## src/rtl/fft_stream_seq_if.sv

```systemverilog
// Signal bundle for fft_stream_seq: sample input stream, FFT core load/start/readout
// port, and bin output stream. The master modport is the sequencer side.
interface fft_stream_seq_if #(
    parameter int BIT_WIDTH = 16,
    parameter int N         = 9
);
    logic                          s_valid;
    logic                          s_ready;
    logic signed [BIT_WIDTH-1:0]   s_data;
    logic                          fft_load;
    logic                          fft_start;
    logic [N-1:0]                  add_rd;
    logic [2*BIT_WIDTH-1:0]        din;
    logic signed [2*BIT_WIDTH-1:0] dout;
    logic                          fft_done;
    logic                          m_valid;
    logic                          m_ready;
    logic [2*BIT_WIDTH-1:0]        m_data;
    logic [N-1:0]                  m_index;
    logic                          m_last;
    logic                          busy;

    modport master (
        input  s_valid, s_data, dout, fft_done, m_ready,
        output s_ready, fft_load, fft_start, add_rd, din,
               m_valid, m_data, m_index, m_last, busy
    );

    modport slave (
        output s_valid, s_data, dout, fft_done, m_ready,
        input  s_ready, fft_load, fft_start, add_rd, din,
               m_valid, m_data, m_index, m_last, busy
    );
endinterface

```

## src/rtl/fft_stream_seq.sv

```systemverilog
// Sequencer around the radix-2 FFT core: load a frame, start, wait for done, stream bins out.
// Define FFT_SEQ_BITREV_EN to write samples at bit-reversed load addresses.
module fft_stream_seq #(
    parameter int BIT_WIDTH = 16,
    parameter int N         = 9
) (
    input logic              clk,
    input logic              reset,
    fft_stream_seq_if.master bus
);
    localparam logic [N-1:0] LAST_IDX = '1;

    typedef enum logic [1:0] {S_LOAD, S_START, S_WAIT, S_READ} state_e;

    state_e                 state_q, state_d;
    logic [N-1:0]           k_q;
    logic                   s_ready_q;
    logic                   fft_load_q;
    logic                   fft_start_q;
    logic [N-1:0]           load_addr_q;
    logic [2*BIT_WIDTH-1:0] din_q;
    logic [N:0]             rd_ptr_q;
    logic                   ret_q;
    logic [N-1:0]           ret_idx_q;
    logic [2*BIT_WIDTH-1:0] fifo_data_q [2];
    logic [N-1:0]           fifo_idx_q  [2];
    logic                   fifo_wp_q, fifo_rp_q;
    logic [1:0]             fifo_cnt_q;

    logic accept, issue, push, pop, m_valid, last_pop;

    function automatic logic [N-1:0] load_addr(input logic [N-1:0] k);
        logic [N-1:0] a;
`ifdef FFT_SEQ_BITREV_EN
        for (int i = 0; i < N; i++) a[i] = k[N-1-i];
`else
        a = k;
`endif
        return a;
    endfunction

    assign accept   = (state_q == S_LOAD) && s_ready_q && bus.s_valid;
    assign m_valid  = (fifo_cnt_q != 2'd0);
    assign pop      = m_valid && bus.m_ready;
    assign last_pop = pop && (fifo_idx_q[fifo_rp_q] == LAST_IDX);
    assign push     = ret_q;
    // A read issued now lands in the FIFO next cycle, so count the one still in flight.
    assign issue    = (state_q == S_READ) && !rd_ptr_q[N] &&
                      (({1'b0, fifo_cnt_q} + {2'b00, ret_q}) < (3'd2 + {2'b00, pop}));

    always_comb begin
        state_d = state_q;
        case (state_q)
            S_LOAD:  if (accept && k_q == LAST_IDX) state_d = S_START;
            S_START: state_d = S_WAIT;
            S_WAIT:  if (bus.fft_done) state_d = S_READ;
            S_READ:  if (last_pop) state_d = S_LOAD;
            default: state_d = S_LOAD;
        endcase
    end

    always_ff @(posedge clk) begin
        if (reset) begin
            state_q     <= S_LOAD;
            k_q         <= '0;
            s_ready_q   <= 1'b0;
            fft_load_q  <= 1'b0;
            fft_start_q <= 1'b0;
            load_addr_q <= '0;
            din_q       <= '0;
            rd_ptr_q    <= '0;
            ret_q       <= 1'b0;
            ret_idx_q   <= '0;
            fifo_wp_q   <= 1'b0;
            fifo_rp_q   <= 1'b0;
            fifo_cnt_q  <= 2'd0;
            for (int i = 0; i < 2; i++) begin
                fifo_data_q[i] <= '0;
                fifo_idx_q[i]  <= '0;
            end
        end else begin
            state_q     <= state_d;
            s_ready_q   <= (state_d == S_LOAD);
            fft_load_q  <= accept;
            fft_start_q <= (state_q == S_START);

            if (accept) begin
                k_q         <= k_q + 1'b1;
                load_addr_q <= load_addr(k_q);
                din_q       <= {bus.s_data, {BIT_WIDTH{1'b0}}};
            end
            if (last_pop) k_q <= '0;

            if (state_q != S_READ) rd_ptr_q <= '0;
            else if (issue)        rd_ptr_q <= rd_ptr_q + 1'b1;
            ret_q     <= issue;
            ret_idx_q <= rd_ptr_q[N-1:0];

            if (push) begin
                fifo_data_q[fifo_wp_q] <= bus.dout;
                fifo_idx_q[fifo_wp_q]  <= ret_idx_q;
                fifo_wp_q              <= ~fifo_wp_q;
            end
            if (pop) fifo_rp_q <= ~fifo_rp_q;
            case ({push, pop})
                2'b10:   fifo_cnt_q <= fifo_cnt_q + 2'd1;
                2'b01:   fifo_cnt_q <= fifo_cnt_q - 2'd1;
                default: fifo_cnt_q <= fifo_cnt_q;
            endcase
        end
    end

    assign bus.s_ready   = s_ready_q;
    assign bus.fft_load  = fft_load_q;
    assign bus.fft_start = fft_start_q;
    assign bus.add_rd    = (state_q == S_READ) ? rd_ptr_q[N-1:0] : load_addr_q;
    assign bus.din       = din_q;
    assign bus.m_valid   = m_valid;
    assign bus.m_data    = fifo_data_q[fifo_rp_q];
    assign bus.m_index   = fifo_idx_q[fifo_rp_q];
    assign bus.m_last    = m_valid && (fifo_idx_q[fifo_rp_q] == LAST_IDX);
    assign bus.busy      = (state_q != S_LOAD);
endmodule
```

## src/flat_wrapper.sv

```systemverilog
// flat-port wrapper written by rule: the top's interface ports become plain ports
module fft_stream_seq_flat 
#(
    parameter int BIT_WIDTH = 16,
    parameter int N         = 9
)
  (clk, reset, bus_s_valid, bus_s_data, bus_dout, bus_fft_done, bus_m_ready, bus_s_ready, bus_fft_load, bus_fft_start, bus_add_rd, bus_din, bus_m_valid, bus_m_data, bus_m_index, bus_m_last, bus_busy);
  fft_stream_seq_if #(.BIT_WIDTH(BIT_WIDTH), .N(N)) bus_i ();
  input logic clk;
  input logic reset;
  input wire logic [$bits(bus_i.s_valid)-1:0] bus_s_valid;
  input wire logic [$bits(bus_i.s_data)-1:0] bus_s_data;
  input wire logic [$bits(bus_i.dout)-1:0] bus_dout;
  input wire logic [$bits(bus_i.fft_done)-1:0] bus_fft_done;
  input wire logic [$bits(bus_i.m_ready)-1:0] bus_m_ready;
  output wire logic [$bits(bus_i.s_ready)-1:0] bus_s_ready;
  output wire logic [$bits(bus_i.fft_load)-1:0] bus_fft_load;
  output wire logic [$bits(bus_i.fft_start)-1:0] bus_fft_start;
  output wire logic [$bits(bus_i.add_rd)-1:0] bus_add_rd;
  output wire logic [$bits(bus_i.din)-1:0] bus_din;
  output wire logic [$bits(bus_i.m_valid)-1:0] bus_m_valid;
  output wire logic [$bits(bus_i.m_data)-1:0] bus_m_data;
  output wire logic [$bits(bus_i.m_index)-1:0] bus_m_index;
  output wire logic [$bits(bus_i.m_last)-1:0] bus_m_last;
  output wire logic [$bits(bus_i.busy)-1:0] bus_busy;
  assign bus_i.s_valid = bus_s_valid;
  assign bus_i.s_data = bus_s_data;
  assign bus_i.dout = bus_dout;
  assign bus_i.fft_done = bus_fft_done;
  assign bus_i.m_ready = bus_m_ready;
  assign bus_s_ready = bus_i.s_ready;
  assign bus_fft_load = bus_i.fft_load;
  assign bus_fft_start = bus_i.fft_start;
  assign bus_add_rd = bus_i.add_rd;
  assign bus_din = bus_i.din;
  assign bus_m_valid = bus_i.m_valid;
  assign bus_m_data = bus_i.m_data;
  assign bus_m_index = bus_i.m_index;
  assign bus_m_last = bus_i.m_last;
  assign bus_busy = bus_i.busy;
  fft_stream_seq #(.BIT_WIDTH(BIT_WIDTH), .N(N)) u_core (.clk(clk), .reset(reset), .bus(bus_i));
endmodule
```

## config.mk

```make
export PLATFORM = sky130hd
export DESIGN_NAME = fft_stream_seq_flat
export DESIGN_NICKNAME = d
export VERILOG_FILES = /design/src/rtl/fft_stream_seq_if.sv /design/src/rtl/fft_stream_seq.sv /design/src/flat_wrapper.sv
export SDC_FILE = /design/constraint.sdc
export NUM_CORES = 1
export LEC_CHECK = 0
export BUFFER_PORTS_ARGS = -buffer_cell sky130_fd_sc_hd__buf_4
export CELL_PAD_IN_SITES_DETAIL_PLACEMENT = 0
export CELL_PAD_IN_SITES_GLOBAL_PLACEMENT = 2
export CORE_ASPECT_RATIO = 0.7
export CORE_UTILIZATION = 25
export DETAILED_ROUTE_END_ITERATION = 10
export PLACE_DENSITY = 0.66
export SETUP_SLACK_MARGIN = 0.5
export SLEW_MARGIN = 5
export SYNTH_ARGS = -nofsm -noshare
export SYNTH_HDL_FRONTEND = slang
export SYNTH_SLANG_ARGS = --single-unit
```

## constraint.sdc

```tcl
create_clock -name clk -period 3.34 [get_ports clk]
set_input_delay 0.334 -clock clk [delete_from_list [all_inputs] [get_ports clk]]
set_output_delay 0.334 -clock clk [all_outputs]
set_load 0.02 [all_outputs]
```

---- Yosys cells after proc, flatten, opt, wreduce, memory -nomap -nowiden ----
Memory sizes are Yosys's and may differ from the RTL's. A register that Yosys moved wholly into a read port is not among the register bits.
Cells that the tools add are included.
storage, ports and cells
  output and inout bits ................... 88
  word-level logic and storage cells ...... 71
  memory bits (writable) .................. 82
  bits in latches ......................... 0
  input bits .............................. 53
  bits in registers ....................... 63
  memory bits (read-only) ................. 0
  memories ................................ 2
cells by class
  reductions and logical operators ........ 18
  add/subtract/negate cells ............... 6
  order comparisons ....................... 1
  div/mod/pow operators ................... 0
  mux-type cells .......................... 21
  shifts and indexed selects .............. 0
  eq/ne operators ......................... 8
  multiply operators ...................... 0
  bitwise operators ....................... 2
memories
  name                depth  width  rd ports  clocked after Yosys merged registers in  write ports  line                  RTL
  u_core.fifo_data_q  2      32     1         1                                        2            fft_stream_seq.sv:25  logic [2*BIT_WIDTH-1:0] fifo_data_q [2];
  u_core.fifo_idx_q   2      9      1         1                                        2            fft_stream_seq.sv:26  logic [N-1:0] fifo_idx_q [2];
operators with widths
  cell                     count
  $mux W32                 1
  $reduce_or A32 Y1        1
  $eq A9 B9 Y1 const B     2
  $mux W9                  2
  $mux W1                  13
  $add A10 B1 Y10 const B  1
  $add A9 B1 Y9 const B    1
  $reduce_or A9 Y1         1
  $logic_and A1 B1 Y1      8
  $pmux W2 S4              1
  $eq A2 B2 Y1 const B     3
  $mux W2                  3
  $reduce_bool A2 Y1       3
  $eq A2 B1 Y1 const B     2
  $logic_not A2 Y1         2
  $pmux W2 S2              1
  $reduce_or A2 Y1         2
  $add A2 B1 Y3            1
  $add A2 B1 Y3 const A    1
  $lt A3 B3 Y1             1
  $add A2 B1 Y2 const B    1
  $ne A2 B2 Y1 const B     1
  $not A1 Y1               2
  $sub A2 B1 Y2 const B    1
  $logic_not A1 Y1         1

---- Longest topological paths before layout ----
  depth after elaboration ................. 7
  gate-level depth with buffers ........... 6
  depth with buffers taken out ............ 6

---- Least setup slack after synthesis ----
No wires, ideal clock.
  kind .................................... register to register
  from .................................... reg u_core.ret_q (netlist: u_core.push)
  to ...................................... mem u_core.fifo_data_q[0][0] in the netlist's numbering, enable pin
  cell stages (with the launch flop) ...... 3
  clock period less this slack ............ 2.816 ns
  setup slack ............................. 0.524 ns
  setup time .............................. 0.448 ns
  arrival time ............................ 2.368 ns
  cells stage by stage .................... dfxtp_1 > inv_1 > o21bai_1
RTL lines
  element                 line                  RTL
  from (decl)             fft_stream_seq.sv:23  logic ret_q;
  from (signal assigned)  fft_stream_seq.sv:96  ret_q <= issue;
  to (decl)               fft_stream_seq.sv:25

==> results.py <==
metrics = {
    "run_status": {
        "outcome": "completed",
    },
    "placed_design": {
        "place_hpwl_um": 9730,
        "port-buffer-count": 124,
        "gp_congestion": 0.761,
    },
    "cts": {
        "cts_root_buffer": "clkbuf_16",
        "cts.clk_slew.worst_paths_ps": 70,
        "cts_setup_buffers": 0,
        "ctsResizeCount": 0,
        "h-tree-depth": 4,
        "cts_tree": "done",
        "numClockSinks": 146,
        "insertion_delay_ps": 430,
        "clockBufferDepth": 2,
        "cts_made_buffers": 17,
        "ctsHoldBuffers": 0,
    },
    "synth": {
        "synth_flop_cell": "edfxtp_1",
        "synth_most_common_cell": "and2_1",
        "synth.distinct_cells": 46,
        "synth_common_cells": "and2_1, edfxtp_1, dfxtp_1",
        "yosys_warnings": 0,
        "avgSynthCellArea_um2": 11.6,
        "synth_seq_cells": 146,
        "ys_seq_area_share_pct": 59.6,
        "synthCells": 540,
        "async_flop_share_pct": 0,
        "synth.area.top_cells": "edfxtp_1, dfxtp_1, mux2_2",
        "synth-edff-count": 82,
        "synth.top_cell.area_share_pct": 39.2,
        "yosysTopAreaCell": "edfxtp_1",
        "syn_area_um2": 6280,
    },
    "critical_path": {
        "arrival_ps": 2000,
        "rr_endpoint": "u_core.rd_ptr_q[6]$_SDFFE_PP0P_",
        "cp-start-kind": "flop",
        "cp_max_fo": 31,
        "worst_path_most_repeated_cell": "buf_4",
        "worst_r2r_startpoint": "u_core.fifo_cnt_q[0]$_SDFFE_PP0P_",
        "crit_required_ps": 3010,
        "slowest_stage": "dfxtp_2",
        "cpPeakStageDelay_ps": 520,
        "regToRegSetupSlack_ps": 1320,
        "crit_chain": "buf_4 > mux2_2 > buf_4",
        "worstSetupPathType": "flop to output pin",
        "reg2reg_depth": 6,
        "cp-end-kind": "output pin",
    },
    "timing": {
        "setup_violations": 0,
        "finalMaxSlewViolations": 0,
        "timing.fmax_ghz": 0.428,
        "fin_crit_sh_pct": 69.9,
        "rsz0062_at_grt": "false",
        "timing.final.hold_violations": 0,
        "worst_pin_slew_ps": 1050,
        "clock_skew_ps": 12.5,
        "finalSetupTns_ps": 0,
        "fin_crit_ps": 2340,
        "max_slew_margin_pct": 29.7,
    },
    "drt": {
        "vias": 4224,
        "drtIter0Drc": 236,
        "routed_wl_um": 14400,
        "drc_errors": 0,
        "viasPerCell": 4.24,
        "drtPass1Iterations": 6,
        "wl_per_cell_um": 14.4,
        "ant_nets": 0,
    },
    "floorplan": {
        "design.portCount": 141,
        "dieHeight_um": 135,
        "rows": 48,
        "fp.dieArea_um2": 25800,
        "die_w_um": 191,
        "core_area_um2": 24700,
        "initial_utilization_pct": 25.4,
    },
    "power": {
        "cellPowerDensity_nw_per_um2": 519,
        "p_sw_share_pct": 24.2,
        "p_seq_share_pct": 46.4,
        "p_total_mw": 4.22,
        "pwr-share-clk_pct": 48.1,
        "ir_worst_vdd_mv": 0.319,
        "comb_power_share_pct": 5.5,
        "p_int_mw": 3.20,
        "p_leak_nw": 3.18,
        "switching_power_mw": 1.02,
    },
    "hold_path": {
        "min_to": "u_core.bus.din[18]$_SDFFE_PP0P_",
        "min_path_cells": 3,
        "hp-class": "input pin to flop",
        "hp-start": "bus_s_data[2]",
    },
    "finish": {
        "antenna_cells": 0,
        "area_growth_pct": 29.5,
        "nNetsFinal": 717,
        "drive_above_1_share_pct": 33.2,
        "post-route-util_pct": 33.0,
    },
    "global_route": {
        "antenna_found_initial": 0,
        "grt_use_total_pct": 11.4,
        "grt_overflow": 0,
        "grt_max_degree": 62,
        "first_global_vias": 4242,
        "grt_pass1_wl_um": 22900,
    },
    "flow_run": {
        "drv_cap": 0,
    },
}
layout make-up:
class	count	area (um2)
fill	2467	16500
inverter	5	18.8
timing repair buffer	131	983
sequential	146	3740
tap	325	407
clock buffer	17	425
multi-input combinational	357	2350
clock inverter	15	210
routing by layer:
metal  wire length, um  share of wire, %  GRT usage, %  vias up
li1                  -                 -             -     2093
met1              6930                48          15.3     2056
met2              6810                47          17.9       66
met3               473               3.3          3.12        9
met4               151               1.1          3.57        0
met5                 0                 0             0        -
through the flow:
stage	hold slack, ps	setup slack [ps]	cell area, um2	instances
finish	156	1000	8140	996
global route	152	882	8140	996
CTS	137	961	8140	996
detailed placement	448	1090	7500	964
global placement	442	1100	7500	964
floorplan	433	524	6340	555
how the worst max path moves through the flow:
stage | from | end | slack, ps | depth (start not counted)
2_1_floorplan | u_core.push$_SDFF_PP0_ | u_core.fifo_data_q[0][0]$_SDFFCE_PN0P_ | 520 | 2
3_3_place_gp | reset | u_core.fifo_data_q[1][5]$_SDFFCE_PN0P_ | 1100 | 2
3_5_place_dp | reset | u_core.fifo_data_q[1][4]$_SDFFCE_PN0P_ | 1090 | 2
4_1_cts | flop | bus_m_data[1] | 960 | 3
5_1_grt | flop | bus_m_data[31] | 880 | 3
6_report | flop | bus_m_data[1] | 1000 | 3
worst max-delay path: cells and delay by family (launching register included):
kind	cells	cell delay (ps)
multiplexers	1	400
flip-flops	1	520
buffers and inverters	2	630
kinds of logic (layout without fill, tap and decap cells):
kind of cell	after synthesis	count (layout)	share of synthesized area [%]
xor+xnor	11	11	1.53
flops	146	146	59.6
simple gates	218	218	19.3
buf+inv	52	168	4.28
other cells	1	16	0.0597
fa+ha+maj	6	6	1.20
mux	50	50	8.92
compound gates	56	56	5.12
power by group through the flow:
stage                     combinational [mW]  sequential [mW]  clock, mW
final                                  0.233             1.96       2.03
after global routing                   0.253             1.96       2.15
after CTS                              0.238             1.96       2.08
after detailed placement               0.237             2.00          0
after global placement                 0.235             2.00          0
after floorplan                        0.121             2.01          0
placed cells by master, fill, tap and decap left out, types with 6 or more instances in the layout:
cell type,count
nor2b_1,8
nor2_1,12
a21oi_1,34
ha_1,6
inv_8,6
clkbuf_16,17
o21ai_0,6
buf_4,131
and2_1,83
nand2_1,59
nor3_1,12
dfxtp_1,63
conb_1,16
nand4_1,7
nand3_1,7
edfxtp_1,82
xnor2_1,6
mux2_2,48
flip-flops by register name (all words and copies together) (netlist names), 2 cells and up, named ones only:
name	flops
u_core.load_addr_q	9
u_core.fifo_data_q	64
u_core.k_q	9
u_core.bus.din	16
u_core.fifo_cnt_q	2
u_core.state_q	2
u_core.rd_ptr_q	10
u_core.fifo_idx_q	18
u_core.ret_idx_q	9
Note: power is estimated with default switching activity, not from simulation.
